### src/rtl/alu_div_sequencer_if.sv
// Divide sequencer request/response bundle.
// Request side handshakes on in_valid/in_ready, response on out_valid/out_ready.
interface alu_div_sequencer_if;
  logic        in_valid;
  logic        in_ready;
  logic [31:0] A;
  logic [31:0] B;
  logic [3:0]  O;
  logic [1:0]  S;
  logic        flush;
  logic        out_valid;
  logic        out_ready;
  logic [31:0] R;
  logic [31:0] F;

  modport master (
    output in_valid, A, B, O, S, flush, out_ready,
    input  in_ready, out_valid, R, F
  );

  modport slave (
    input  in_valid, A, B, O, S, flush, out_ready,
    output in_ready, out_valid, R, F
  );
endinterface

### src/rtl/alu_div_sequencer.sv
// Radix-2 restoring divide/modulo sequencer with RISC-V corner cases.
// Optional macro ALU_DIV_FASTPATH_EN: one-cycle bypass for trivial divides.
module alu_div_sequencer #(
  parameter int XLEN  = 32,
  parameter int CNT_W = 6
) (
  input logic clk,
  input logic rst_n,
  alu_div_sequencer_if.slave bus
);

  typedef enum logic [1:0] {IDLE, ITER, FIX, DONE} state_t;

  state_t            state_q, state_d;
  logic [CNT_W-1:0]  cnt_q, cnt_d;
  logic [XLEN-1:0]   rem_q, rem_d;
  logic [XLEN-1:0]   quo_q, quo_d;
  logic [XLEN-1:0]   dvs_q, dvs_d;
  logic [XLEN-1:0]   a_q, a_d;
  logic [XLEN-1:0]   r_q, r_d;
  logic [3:0]        f_q, f_d;
  logic              qneg_q, qneg_d;
  logic              rneg_q, rneg_d;
  logic              orem_q, orem_d;
  logic              sgn_q, sgn_d;
  logic              dz_q, dz_d;
  logic              ov_q, ov_d;

  logic              sa, sb, legal, dz, ov;
  logic [XLEN-1:0]   mag_a, mag_b;
  logic [XLEN:0]     shl, diff;
  logic              borrow;
  logic [XLEN-1:0]   q_fix, r_fix, res_fix;

  assign sa    = bus.S[0] & bus.A[XLEN-1];
  assign sb    = bus.S[1] & bus.B[XLEN-1];
  assign mag_a = sa ? (~bus.A + 1'b1) : bus.A;
  assign mag_b = sb ? (~bus.B + 1'b1) : bus.B;
  assign legal = (bus.O == 4'b0110) || (bus.O == 4'b0111);
  assign dz    = (bus.B == '0);
  assign ov    = (bus.S == 2'b11) &&
                 (bus.A == {1'b1, {(XLEN-1){1'b0}}}) &&
                 (bus.B == {XLEN{1'b1}});

  assign shl    = {rem_q, quo_q[XLEN-1]};
  assign diff   = shl - {1'b0, dvs_q};
  assign borrow = diff[XLEN];

  // Sign fix-up and corner-case overrides applied after the last iteration
  always_comb begin
    q_fix = qneg_q ? (~quo_q + 1'b1) : quo_q;
    r_fix = rneg_q ? (~rem_q + 1'b1) : rem_q;
    if (dz_q) begin
      q_fix = {XLEN{1'b1}};
      r_fix = a_q;
    end
    res_fix = orem_q ? r_fix : q_fix;
  end

`ifdef ALU_DIV_FASTPATH_EN
  logic            fast;
  logic [XLEN-1:0] fast_r;

  // Results for operands that need no iteration
  always_comb begin
    fast   = dz || ov || (mag_a < mag_b);
    fast_r = '0;
    if (bus.O[0]) begin
      fast_r = ov ? '0 : bus.A;
    end else if (dz) begin
      fast_r = {XLEN{1'b1}};
    end else if (ov) begin
      fast_r = {1'b1, {(XLEN-1){1'b0}}};
    end
  end
`endif

  // Next-state and datapath update
  always_comb begin
    state_d = state_q;
    cnt_d   = cnt_q;
    rem_d   = rem_q;
    quo_d   = quo_q;
    dvs_d   = dvs_q;
    a_d     = a_q;
    r_d     = r_q;
    f_d     = f_q;
    qneg_d  = qneg_q;
    rneg_d  = rneg_q;
    orem_d  = orem_q;
    sgn_d   = sgn_q;
    dz_d    = dz_q;
    ov_d    = ov_q;
    if (bus.flush) begin
      state_d = IDLE;
    end else begin
      unique case (state_q)
        IDLE: begin
          if (bus.in_valid) begin
            cnt_d  = '0;
            rem_d  = '0;
            quo_d  = mag_a;
            dvs_d  = mag_b;
            a_d    = bus.A;
            qneg_d = sa ^ sb;
            rneg_d = sa;
            orem_d = bus.O[0];
            sgn_d  = |bus.S;
            dz_d   = dz;
            ov_d   = ov;
            if (!legal) begin
              state_d = DONE;
              r_d     = '0;
              f_d     = 4'b0100;
            end else begin
              state_d = ITER;
`ifdef ALU_DIV_FASTPATH_EN
              if (fast) begin
                state_d = DONE;
                r_d     = fast_r;
                f_d     = {(|bus.S) & fast_r[XLEN-1], 1'b0, ov, dz};
              end
`endif
            end
          end
        end
        ITER: begin
          rem_d = borrow ? shl[XLEN-1:0] : diff[XLEN-1:0];
          quo_d = {quo_q[XLEN-2:0], ~borrow};
          cnt_d = cnt_q + 1'b1;
          if (cnt_q == CNT_W'(XLEN-1)) state_d = FIX;
        end
        FIX: begin
          r_d     = res_fix;
          f_d     = {sgn_q & res_fix[XLEN-1], 1'b0, ov_q, dz_q};
          state_d = DONE;
        end
        DONE: begin
          if (bus.out_ready) state_d = IDLE;
        end
        default: state_d = IDLE;
      endcase
    end
  end

  // State and datapath registers
  always_ff @(posedge clk or negedge rst_n) begin
    if (!rst_n) begin
      state_q <= IDLE;
      cnt_q   <= '0;
      rem_q   <= '0;
      quo_q   <= '0;
      dvs_q   <= '0;
      a_q     <= '0;
      r_q     <= '0;
      f_q     <= '0;
      qneg_q  <= 1'b0;
      rneg_q  <= 1'b0;
      orem_q  <= 1'b0;
      sgn_q   <= 1'b0;
      dz_q    <= 1'b0;
      ov_q    <= 1'b0;
    end else begin
      state_q <= state_d;
      cnt_q   <= cnt_d;
      rem_q   <= rem_d;
      quo_q   <= quo_d;
      dvs_q   <= dvs_d;
      a_q     <= a_d;
      r_q     <= r_d;
      f_q     <= f_d;
      qneg_q  <= qneg_d;
      rneg_q  <= rneg_d;
      orem_q  <= orem_d;
      sgn_q   <= sgn_d;
      dz_q    <= dz_d;
      ov_q    <= ov_d;
    end
  end

  assign bus.in_ready  = (state_q == IDLE);
  assign bus.out_valid = (state_q == DONE);
  assign bus.R         = r_q;
  assign bus.F         = {28'b0, f_q};

endmodule

### src/flat_wrapper.sv
// flat-port wrapper written by rule: the top's interface ports become plain ports
module alu_div_sequencer_flat 
#(
  parameter int XLEN  = 32,
  parameter int CNT_W = 6
)
  (clk, rst_n, bus_in_valid, bus_A, bus_B, bus_O, bus_S, bus_flush, bus_out_ready, bus_in_ready, bus_out_valid, bus_R, bus_F);
  alu_div_sequencer_if bus_i ();
  input logic clk;
  input logic rst_n;
  input wire logic [$bits(bus_i.in_valid)-1:0] bus_in_valid;
  input wire logic [$bits(bus_i.A)-1:0] bus_A;
  input wire logic [$bits(bus_i.B)-1:0] bus_B;
  input wire logic [$bits(bus_i.O)-1:0] bus_O;
  input wire logic [$bits(bus_i.S)-1:0] bus_S;
  input wire logic [$bits(bus_i.flush)-1:0] bus_flush;
  input wire logic [$bits(bus_i.out_ready)-1:0] bus_out_ready;
  output wire logic [$bits(bus_i.in_ready)-1:0] bus_in_ready;
  output wire logic [$bits(bus_i.out_valid)-1:0] bus_out_valid;
  output wire logic [$bits(bus_i.R)-1:0] bus_R;
  output wire logic [$bits(bus_i.F)-1:0] bus_F;
  assign bus_i.in_valid = bus_in_valid;
  assign bus_i.A = bus_A;
  assign bus_i.B = bus_B;
  assign bus_i.O = bus_O;
  assign bus_i.S = bus_S;
  assign bus_i.flush = bus_flush;
  assign bus_i.out_ready = bus_out_ready;
  assign bus_in_ready = bus_i.in_ready;
  assign bus_out_valid = bus_i.out_valid;
  assign bus_R = bus_i.R;
  assign bus_F = bus_i.F;
  alu_div_sequencer #(.XLEN(XLEN), .CNT_W(CNT_W)) u_core (.clk(clk), .rst_n(rst_n), .bus(bus_i));
endmodule
### config.mk
export PLATFORM = sky130hd
export DESIGN_NAME = alu_div_sequencer_flat
export DESIGN_NICKNAME = d
export VERILOG_FILES = /design/src/rtl/alu_div_sequencer_if.sv /design/src/rtl/alu_div_sequencer.sv /design/src/flat_wrapper.sv
export SDC_FILE = /design/constraint.sdc
export NUM_CORES = 1
export LEC_CHECK = 0
export ABC_CLOCK_PERIOD_IN_PS = 5200
export BUFFER_PORTS_ARGS = -buffer_cell sky130_fd_sc_hd__buf_2
export CORE_UTILIZATION = 50
export CTS_CLUSTER_DIAMETER = 80
export DETAILED_ROUTE_END_ITERATION = 8
export PLACE_DENSITY_LB_ADDON = 0.12
export SLEW_MARGIN = 20
export SYNTH_ARGS = -nofsm -noshare
export SYNTH_HDL_FRONTEND = slang
export SYNTH_SLANG_ARGS = --single-unit
### constraint.sdc
create_clock -name clk -period 5.2 [get_ports clk]
set_clock_uncertainty 0.1 [all_clocks]
set_input_delay 0.26 -clock clk [delete_from_list [all_inputs] [get_ports clk]]
set_output_delay 0.26 -clock clk [all_outputs]
set_load 0.005 [all_outputs]
==> flow_summary.json, run 1 <==
{
  "fin_cells": 1875,
  "fp.dieW_um": 159,
  "hold_ws_ns": 0.0161,
  "postSynthAreaPerCell_sq_um": 8.44,
  "cp.arrival_ns": 4.21,
  "clk_latency_ns": 0.44,
  "diodes": 0,
  "fin_crit_ns": 4.00,
  "yosys_warnings": 0,
  "cp-start-kind": "flip-flop",
  "synthCells": 1464,
  "critPathKind": "reg2reg",
  "worstPathRequired_ns": 5.41,
  "first_iter_violations": 805,
  "numCtsBuffers": 17,
  "grt_pass1_vias": 10224,
  "fin_util_pct": 56.6,
  "setup_viol": 0,
  "grt_start_max_net_pins": 179,
  "hold_class": "in2reg",
  "post_drt_wl_per_cell_um": 18.3,
  "fmax_mhz": 250,
  "status": "finished clean",
  "relSlewSlack_pct": 32.1,
  "area_delta_synth_final_pct": 11.2,
  "numPortBuffers": 112,
  "ys_seq_elements": 178,
  "synthFlopType": "dfrtp_1",
  "antenna_found_initial": 1,
  "yosysTopAreaCell": "dfrtp_1",
  "drt_wl_total_mm": 34.4,
  "vias_per_cell": 5.78,
  "maxSlewViolCount": 0,
  "syn_area_sq_um": 12400,
  "clockRootBuffer": "clkbuf_16",
  "grt_pass1_wl_mm": 55.3,
  "fin_setup_tns_ns": 0,
  "rsz0062_at_grt": "no",
  "cts_buffer_depth": 2,
  "synthArstFlopShare_pct": 100,
  "synth_edf_count": 0,
  "track_usage_pct": 27.5,
  "die_area_sq_um": 25300,
  "end_kind": "flip-flop",
  "multi_input_area_sq_um": 7300,
  "synth_top_area_share_pct": 36.1,
  "max_cap_viol_count": 0,
  "core_sq_um": 24200,
  "drtPass1Iterations": 5,
  "die_h_um": 159,
  "detail-route-antenna-nets": 0,
  "critical_path.max_fanout": 32,
  "placementRows": 57,
  "drcViolationCount": 0,
  "htreeDepth": 4,
  "vdd_ir_drop_max_v": 0.000218,
  "drive_gt1_share_pct": 13.3,
  "ys_types": 69,
  "dp_cells": 1835,
  "post_cts_resized": 0,
  "clock_sinks": 178,
  "fin_nets": 1656,
  "dp_hpwl_mm": 24.6,
  "initial_core_util_pct": 50.9,
  "vias": 10833,
  "power.density_nw_per_um2": 488,
  "tritoncts": "built",
  "dp_slack_ns": 1.32,
  "gp_congestion": 0.896,
  "p_leak_nw": 6.05,
  "grt_overflow": 0,
  "fin_crit_sh_pct": 76.9,
  "hold_path.startpoint": "bus_A[29]",
  "r2r-start": "u_core.quo_q[31]",
  "io_pins": 141,
  "timing_hold_violations_final": 0,
  "fin_ws_ns": 1.20,
  "cts.clk_slew.worst_paths_ns": 0.08,
  "worst_pin_slew_ns": 1.02,
  "layout.area.seq_sq_um": 4450,
  "crit_start": "u_core.quo_q[31]",
  "synth_area_leaders": "dfrtp_1, o21ai_0, xnor2_1, nand2_1, ha_1",
  "fill_cells": 2305,
  "ys_seq_area_share_pct": 36.1
}
==> cell usage after synthesis (8+ instances only) <==
| cell type | n |
|---|---|
| clkbuf_1 | 64 |
| nand2b_1 | 20 |
| or3_1 | 18 |
| nor4_1 | 11 |
| and2_1 | 8 |
| a22o_1 | 16 |
| a21o_1 | 12 |
| buf_4 | 28 |
| dfrtp_1 | 178 |
| o22ai_1 | 19 |
| nand2_1 | 188 |
| buf_1 | 9 |
| nand4_1 | 14 |
| nor3_1 | 26 |
| xnor2_1 | 81 |
| o21ai_0 | 176 |
| o31ai_1 | 26 |
| a22oi_1 | 10 |
| ha_1 | 42 |
| mux2i_1 | 29 |
| nand3_1 | 26 |
| or4_1 | 11 |
| o21ai_1 | 9 |
| nor2_1 | 84 |
| mux2_2 | 32 |
| a21oi_1 | 93 |
| o41ai_1 | 10 |
| inv_1 | 49 |
| xor2_1 | 57 |
| o211ai_1 | 15 |
| o221ai_1 | 9 |
==> worst max-delay path, stage by stage (launching register included) <==
cell      delay, ns
dfrtp_1        0.43
inv_1          0.09
ha_1           0.21
fa_1           0.40
nand2b_1       0.18
a21oi_1        0.24
o21ai_0        0.26
a211oi_1       0.47
or2_2          0.23
o2111a_1       0.43
buf_4          0.48
mux2i_1        0.25
o21ai_0        0.10
==> flip-flops by register name (all words and copies together), names as in the netlist, 2 cells and up <==
signal / cells
u_core.cnt_q: 6
u_core.quo_q: 32
u_core.f_q: 4
u_core.dvs_q: 32
u_core.a_q: 32
u_core.state_q: 2
u_core.rem_q: 32
u_core.bus.R: 32
==> layout by cell type, fill, tap and decap left out, types with 8 or more instances in the layout <==
cell           synthesis  final
nand2_1              188    188
dfrtp_1              178    178
o21ai_0              176    176
buf_2                  4    111
a21oi_1               93     93
nor2_1                84     84
xnor2_1               81     81
xor2_1                57     57
inv_1                 49     49
ha_1                  42     42
mux2_2                32     32
mux2i_1               29     29
conb_1                 1     28
o31ai_1               26     26
nor3_1                26     26
nand3_1               26     26
nand2b_1              20     20
o22ai_1               19     19
or3_1                 18     18
clkbuf_16              0     17
a22o_1                16     16
o211ai_1              15     15
nand4_1               14     14
buf_4                 28     13
a21o_1                12     12
nor4_1                11     11
or4_1                 11     11
a22oi_1               10     10
o41ai_1               10     10
o221ai_1               9      9
o21ai_1                9      9
dlygate4sd3_1          0      8
==> path summary, 6_finish.rpt <==
kind / slack [ns] / end / depth (start not counted)
min in group asynchronous: 0.44 / u_core.bus.R[11] / 3
setup / recovery: 1.20 / u_core.rem_q[21] / 12
hold reg to reg: 0.37 / u_core.bus.R[14] / 2
setup reg to reg: 1.20 / u_core.rem_q[21] / 12
hold / removal: 0.02 / u_core.a_q[29] / 2
max in group asynchronous: 3.78 / u_core.a_q[31] / 3
==> per-stage QoR <==
stage,instance area [sq um],power (mW)
3_3_place_gp,13000,5.31
6_report,13700,6.70
4_1_cts,13700,6.70
2_1_floorplan,12500,4.46
3_5_place_dp,13000,5.35
5_1_grt,13700,7.20
==> logic make-up (layout without fill, tap and decap cells) <==
kind of cell | Yosys count | count (layout) | share of synthesized area, %
flip-flops | 178 | 178 | 36.1
XOR/XNOR | 138 | 138 | 9.79
AND/OR/NAND/NOR | 444 | 444 | 16.9
buffers and inverters | 156 | 216 | 5.65
adder cells (fa/ha/maj) | 43 | 43 | 4.42
AO/OA/AOI/OAI | 443 | 443 | 21.9
multiplexers | 61 | 61 | 5.27
other | 1 | 28 | 0.0304
==> routing by layer <==
layer / wire length, um / GRT usage (%) / vias up / part of all wire (%)
met5: 13 / 0 / - / 0.038
met4: 578 / 7.78 / 2 / 1.7
met3: 1630 / 3.46 / 36 / 4.7
met2: 15800 / 44.1 / 294 / 46
met1: 16300 / 39.1 / 5180 / 48
li1: - / - / 5321 / -
==> where the power goes <==
part	total [mW]	switching [mW]	internal [mW]	leakage, nW
registers	2.32	0.440	1.88	2.29
logic	3.04	1.80	1.24	3.46
clock network	1.34	0.637	0.701	0.297
==> what timing repair did <==
item                      CTS  global route
hold buffers                8             0
setup buffers               0             0
hold endpoints to repair  170             0
==> layout make-up <==
cell class | count | share of cell area (%)
Tap cell | 324 | 2.95
Clock buffer | 18 | 3.20
Inverter | 49 | 1.34
Multi-Input combinational cell | 1157 | 53.2
Timing Repair Buffer | 135 | 5.71
Sequential cell | 178 | 32.4
Clock inverter | 14 | 1.21
No activity file was read; power rests on OpenSTA's default activity.
==> run 2, diff against run 1 <==
- ABC_CLOCK_PERIOD_IN_PS: 5200 -> 3700
- clock period: 5.2 -> 3.7 ns (I/O delays scaled with it)
==> run 2 against run 1 <==
  * The run now ends with DRC, hold timing left
  * Critical endpoint is now u_core.rem_q[29]
  * Die area unchanged
  * Sequential power increased by 42%
  * Clock-buffer cell count unchanged
  * Register-to-register slack got worse by 1.0 ns
  * Non-clock buffer count increased by 65
  * Power increased by 42%
  * Largest power group unchanged
  * First-iteration DRC count increased by 17%
==> flow_summary.json, run 2 (synthesized netlist as in run 1, its figures left out) <==
{
  "fin_setup_tns_ns": 0,
  "p_leak_nw": 6.33,
  "rsz0062_at_grt": "no",
  "die_h_um": 159,
  "relSlewSlack_pct": 26.2,
  "clock_sinks": 178,
  "cts.clk_slew.worst_paths_ns": 0.08,
  "worst_pin_slew_ns": 1.11,
  "first_iter_violations": 943,
  "tritoncts": "built",
  "detail-route-antenna-nets": 0,
  "grt_start_max_net_pins": 73,
  "fin_crit_sh_pct": 94.9,
  "post_drt_wl_per_cell_um": 18.0,
  "critical_path.max_fanout": 9,
  "hold_ws_ns": -0.00194,
  "status": "complete, but fails checks",
  "power.density_nw_per_um2": 663,
  "fmax_mhz": 285,
  "numPortBuffers": 112,
  "clk_latency_ns": 0.44,
  "initial_core_util_pct": 50.9,
  "cts_buffer_depth": 2,
  "antenna_found_initial": 0,
  "cts_setup_buffers": 0,
  "drcViolationCount": 2,
  "gp_congestion": 0.895,
  "drt_wl_total_mm": 34.9,
  "placementRows": 57,
  "end_kind": "flip-flop",
  "cp.arrival_ns": 3.74,
  "drtPass1Iterations": 8,
  "maxSlewViolCount": 0,
  "vdd_ir_drop_max_v": 0.000353,
  "violations": "DRC, hold timing",
  "layout_commonest_cell": "nand2_1",
  "track_usage_pct": 28.1,
  "htreeDepth": 4,
  "vias_per_cell": 5.71,
  "dp_hpwl_mm": 25.7,
  "fill_cells": 2241,
  "clockRootBuffer": "clkbuf_16",
  "area_delta_synth_final_pct": 15.9,
  "cp-start-kind": "flip-flop",
  "final_cell_mix": "nand2_1, dfrtp_1, o21ai_0, buf_2, a21oi_1",
  "grt_pass1_wl_mm": 56.5,
  "io_pins": 141,
  "max_cap_viol_count": 0,
  "fin_nets": 1721,
  "dpl_cell_area_sq_um": 13200,
  "worstPathRequired_ns": 3.93,
  "design_area_sq_um": 14300,
  "hold_class": "in2reg",
  "diodes": 0,
  "drive_gt1_share_pct": 14.2,
  "fin_crit_ns": 3.51,
  "grt_overflow": 0,
  "core_sq_um": 24200,
  "fp.dieW_um": 159,
  "grt_pass1_vias": 10556,
  "vias": 11074,
  "setup_viol": 0,
  "numCtsBuffers": 17,
  "timing_hold_violations_final": 2,
  "critPathKind": "reg2reg",
  "die_area_sq_um": 25300
}
## run 2: changes by cell type in the layout (fill, tap and decap cells not counted), sizes merged
cell,change
clkinv,-4
clkinvlp,+3
dlygate4sd3,+42
buf,+23
inv,+1
## run 2: per-layer routing
metal / GRT usage [%] / part of all wire (%)
met4: 8.22 / 1.9
met2: 45.5 / 46
met5: 0 / 0
met1: 39.7 / 47
met3: 3.05 / 4.7
## run 2: area by class of cell
class | instances | area, sq um | area share (%)
inverter | 49 | 184 | 1.28
sequential | 178 | 4450 | 31.1
timing repair buffer | 200 | 1390 | 9.71
clock buffer | 18 | 429 | 3.00
multi-input combinational | 1157 | 7310 | 51.0
tap | 324 | 405 | 2.83
clock inverter | 14 | 146 | 1.02
## run 2: through the flow
stage | cells | util [%] | hold slack, ns | total power, mW | setup WS [ns]
finish | 1940 | 59.0 | -0.00194 | 9.50 | 0.187
global placement | 1858 | 54.6 | 0.162 | 7.55 | 0.359
global route | 1940 | 59.0 | 0.0153 | 10.2 | 0.0195
CTS | 1940 | 59.0 | 0.000512 | 9.49 | 0.185
floorplan | 1491 | - | -0.211 | 6.27 | 0.515
detailed placement | 1858 | 54.6 | 0.157 | 7.61 | 0.254
## run 2: final timing paths
kind                       slack (ns)              from                to  cells after the start
max                              0.19   u_core.dvs_q[9]  u_core.rem_q[29]                     12
max reg2reg                      0.19   u_core.dvs_q[9]  u_core.rem_q[29]                     12
min reg2reg                      0.37  u_core.bus.R[14]  u_core.bus.R[14]                      2
min in group asynchronous        0.23             rst_n   u_core.bus.R[8]                      2
max in group asynchronous        2.45             rst_n  u_core.dvs_q[22]                      3
min                            -0.002         bus_B[23]  u_core.dvs_q[23]                      3
## run 2: where the power goes
part | switching, mW | total (mW) | internal [mW]
clock network | 0.870 | 1.83 | 0.955
logic | 2.53 | 4.37 | 1.84
registers | 0.661 | 3.30 | 2.64
total | 4.06 | 9.50 | 5.44
## run 2: worst max-delay path: stages (launching register included)
cell and delay (ns):
dfrtp_1 0.35, inv_1 0.05, ha_1 0.34, a21oi_1 0.27
nor3_1 0.08, a2111oi_1 0.70, a211oi_2 0.20, or2_2 0.35
o2111a_1 0.32, buf_4 0.19, nand3_1 0.09, mux2i_1 0.08
a211o_1 0.27
## run 2: timing repair
action / in CTS / in global routing
hold buffers: 50 / 0
endpoints found under the setup margin: 0 / 12
endpoints found under the hold margin: 122 / 0
resized for setup: 0 / 1
==> run 3, diff against run 2 <==
- CELL_PAD_IN_SITES_DETAIL_PLACEMENT: default -> 1
- CELL_PAD_IN_SITES_GLOBAL_PLACEMENT: default -> 1
- CORE_UTILIZATION: 50 -> 45
==> run 3 against run 2 <==
  * The flow now finishes without violations
  * Register-to-register slack worse by 0.05 ns
  * Power up 1.6%
  * Final area up 0.33%
  * Sequential power about the same
  * Critical path depth down 1
  * Core utilization down 5.7 points
  * First-iteration DRC count down 21%
  * Fmax down 1.3%
  * Wire length up 13%
  * Sequential cell count unchanged
  * Worst setup slack worse by 0.047 ns
  * Global-route usage up 0.87 points
  * Largest power group unchanged
==> flow_summary.json, run 3 (synthesized netlist as in run 1, its figures left out) <==
{
  "fin_crit_ns": 3.56,
  "tritoncts": "built",
  "dp_hpwl_mm": 28.7,
  "initial_core_util_pct": 45.8,
  "numPortBuffers": 112,
  "power.density_nw_per_um2": 672,
  "relSlewSlack_pct": 25.1,
  "vias": 11408,
  "timing_hold_violations_final": 0,
  "grt_pass1_vias": 11659,
  "reg2reg_slack_ns": 0.14,
  "fin_nets": 1726,
  "min_path_cells": 3,
  "fin_setup_tns_ns": 0,
  "fmax_mhz": 281,
  "hold_class": "in2reg",
  "hold_end": "u_core.dvs_q[10]",
  "r2r-start": "u_core.rem_q[5]",
  "drt_wl_total_mm": 39.5,
  "track_usage_pct": 28.9,
  "drcViolationCount": 0,
  "htreeDepth": 4,
  "layout_commonest_cell": "nand2_1",
  "io_pins": 141,
  "placementRows": 60,
  "numCtsBuffers": 17,
  "clk_latency_ns": 0.44,
  "dp_slack_ns": 0.00910,
  "antenna_found_initial": 0,
  "cts.clk_slew.worst_paths_ns": 0.07,
  "critical_path.max_fanout": 23,
  "post_drt_wl_per_cell_um": 20.1,
  "p_total_mw": 9.65,
  "die_h_um": 168,
  "worstPathRequired_ns": 3.90,
  "worst_pin_slew_ns": 1.12,
  "die_area_sq_um": 28100,
  "maxSlewViolCount": 0,
  "vias_per_cell": 5.81,
  "clockRootBuffer": "clkbuf_16",
  "drtPass1Iterations": 5,
  "setup_viol": 0,
  "fin_util_pct": 53.3,
  "grt_overflow": 0,
  "rr_worst_depth": 11,
  "cp-start-kind": "flip-flop",
  "rr_endpoint": "u_core.rem_q[13]",
  "core_sq_um": 27000,
  "max_cap_viol_count": 0,
  "fp.dieW_um": 168,
  "critPathKind": "reg2reg",
  "final_cell_mix": "nand2_1, dfrtp_1, o21ai_0, buf_2, a21oi_1",
  "status": "finished clean",
  "first_iter_violations": 744,
  "vdd_ir_drop_max_v": 0.000345,
  "grt_start_max_net_pins": 70,
  "hold_path.startpoint": "bus_B[10]",
  "detail-route-antenna-nets": 0,
  "diodes": 0,
  "cp.arrival_ns": 3.75,
  "end_kind": "flip-flop",
  "p_leak_nw": 6.37,
  "fin_crit_sh_pct": 96.2,
  "fin_ws_ns": 0.141,
  "area_delta_synth_final_pct": 16.3,
  "cts_setup_buffers": 0,
  "clock_sinks": 178,
  "gp_congestion": 0.872,
  "grt_pass1_wl_mm": 63.9,
  "drive_gt1_share_pct": 14.7,
  "rsz0062_at_grt": "no",
  "cts_buffer_depth": 2
}
-- run 3: power by group --
| part | switching [mW] | leakage [nW] | internal, mW |
|---|---|---|---|
| Clock | 0.899 | 0.288 | 0.918 |
| Combinational | 2.66 | 3.78 | 1.84 |
| Sequential | 0.686 | 2.29 | 2.64 |
| Total | 4.25 | 6.37 | 5.40 |
-- run 3: worst max path at each step --
stage | start | endpoint | slack [ns] | depth (start not counted)
6_report | u_core.rem_q[5] | u_core.rem_q[13] | 0.14 | 11
5_1_grt | u_core.rem_q[5] | u_core.rem_q[13] | 0.01 | 11
4_1_cts | u_core.rem_q[5] | u_core.rem_q[13] | 0.02 | 11
3_5_place_dp | u_core.rem_q[5] | u_core.rem_q[13] | 0.009 | 11
3_3_place_gp | u_core.rem_q[5] | u_core.rem_q[13] | 0.20 | 11
2_1_floorplan | u_core.rem_q[13] | u_core.rem_q[29] | 0.52 | 13
-- run 3: routing by layer --
layer	share of wire [%]	up-vias	track usage, %
met3	3.9	40	3.33
met4	1.9	0	8.06
met5	0	-	0
met1	46	5632	39.5
met2	48	278	48.3
li1	-	5458	-
-- run 3: what timing repair did --
| item | in CTS | in global routing |
|---|---|---|
| endpoints found under the hold margin | 118 | 0 |
| hold buffers | 47 | 0 |
| resized for setup | 1 | 1 |
| endpoints found under the setup margin | 1 | 6 |
-- run 3: stage by stage --
stage	hold WS, ns	cells	instance area, sq um
6_report	0.00297	1962	14400
5_1_grt	0.0146	1962	14400
4_1_cts	0.000870	1962	14400
3_5_place_dp	0.137	1883	13300
3_3_place_gp	0.136	1883	13300
2_1_floorplan	-0.211	1491	12500
-- run 3: cell type report --
cell class | instances | area (sq um)
clock inverters | 14 | 143
fillers | 3236 | 12600
repair buffers | 205 | 1410
clock buffers | 18 | 439
inverters | 49 | 184
multi-input cells | 1157 | 7310
flip-flops and latches | 178 | 4450
well taps | 341 | 427
-- run 3: critical path: stages, from the launching register on --
cell,delay [ns]
dfrtp_1,0.40
ha_1,0.38
o21ai_0,0.18
a2111oi_0,0.55
o21ai_1,0.26
a211oi_2,0.30
or2_2,0.21
o2111a_2,0.41
buf_12,0.23
nor2b_1,0.07
a31oi_1,0.17
o21ai_0,0.12
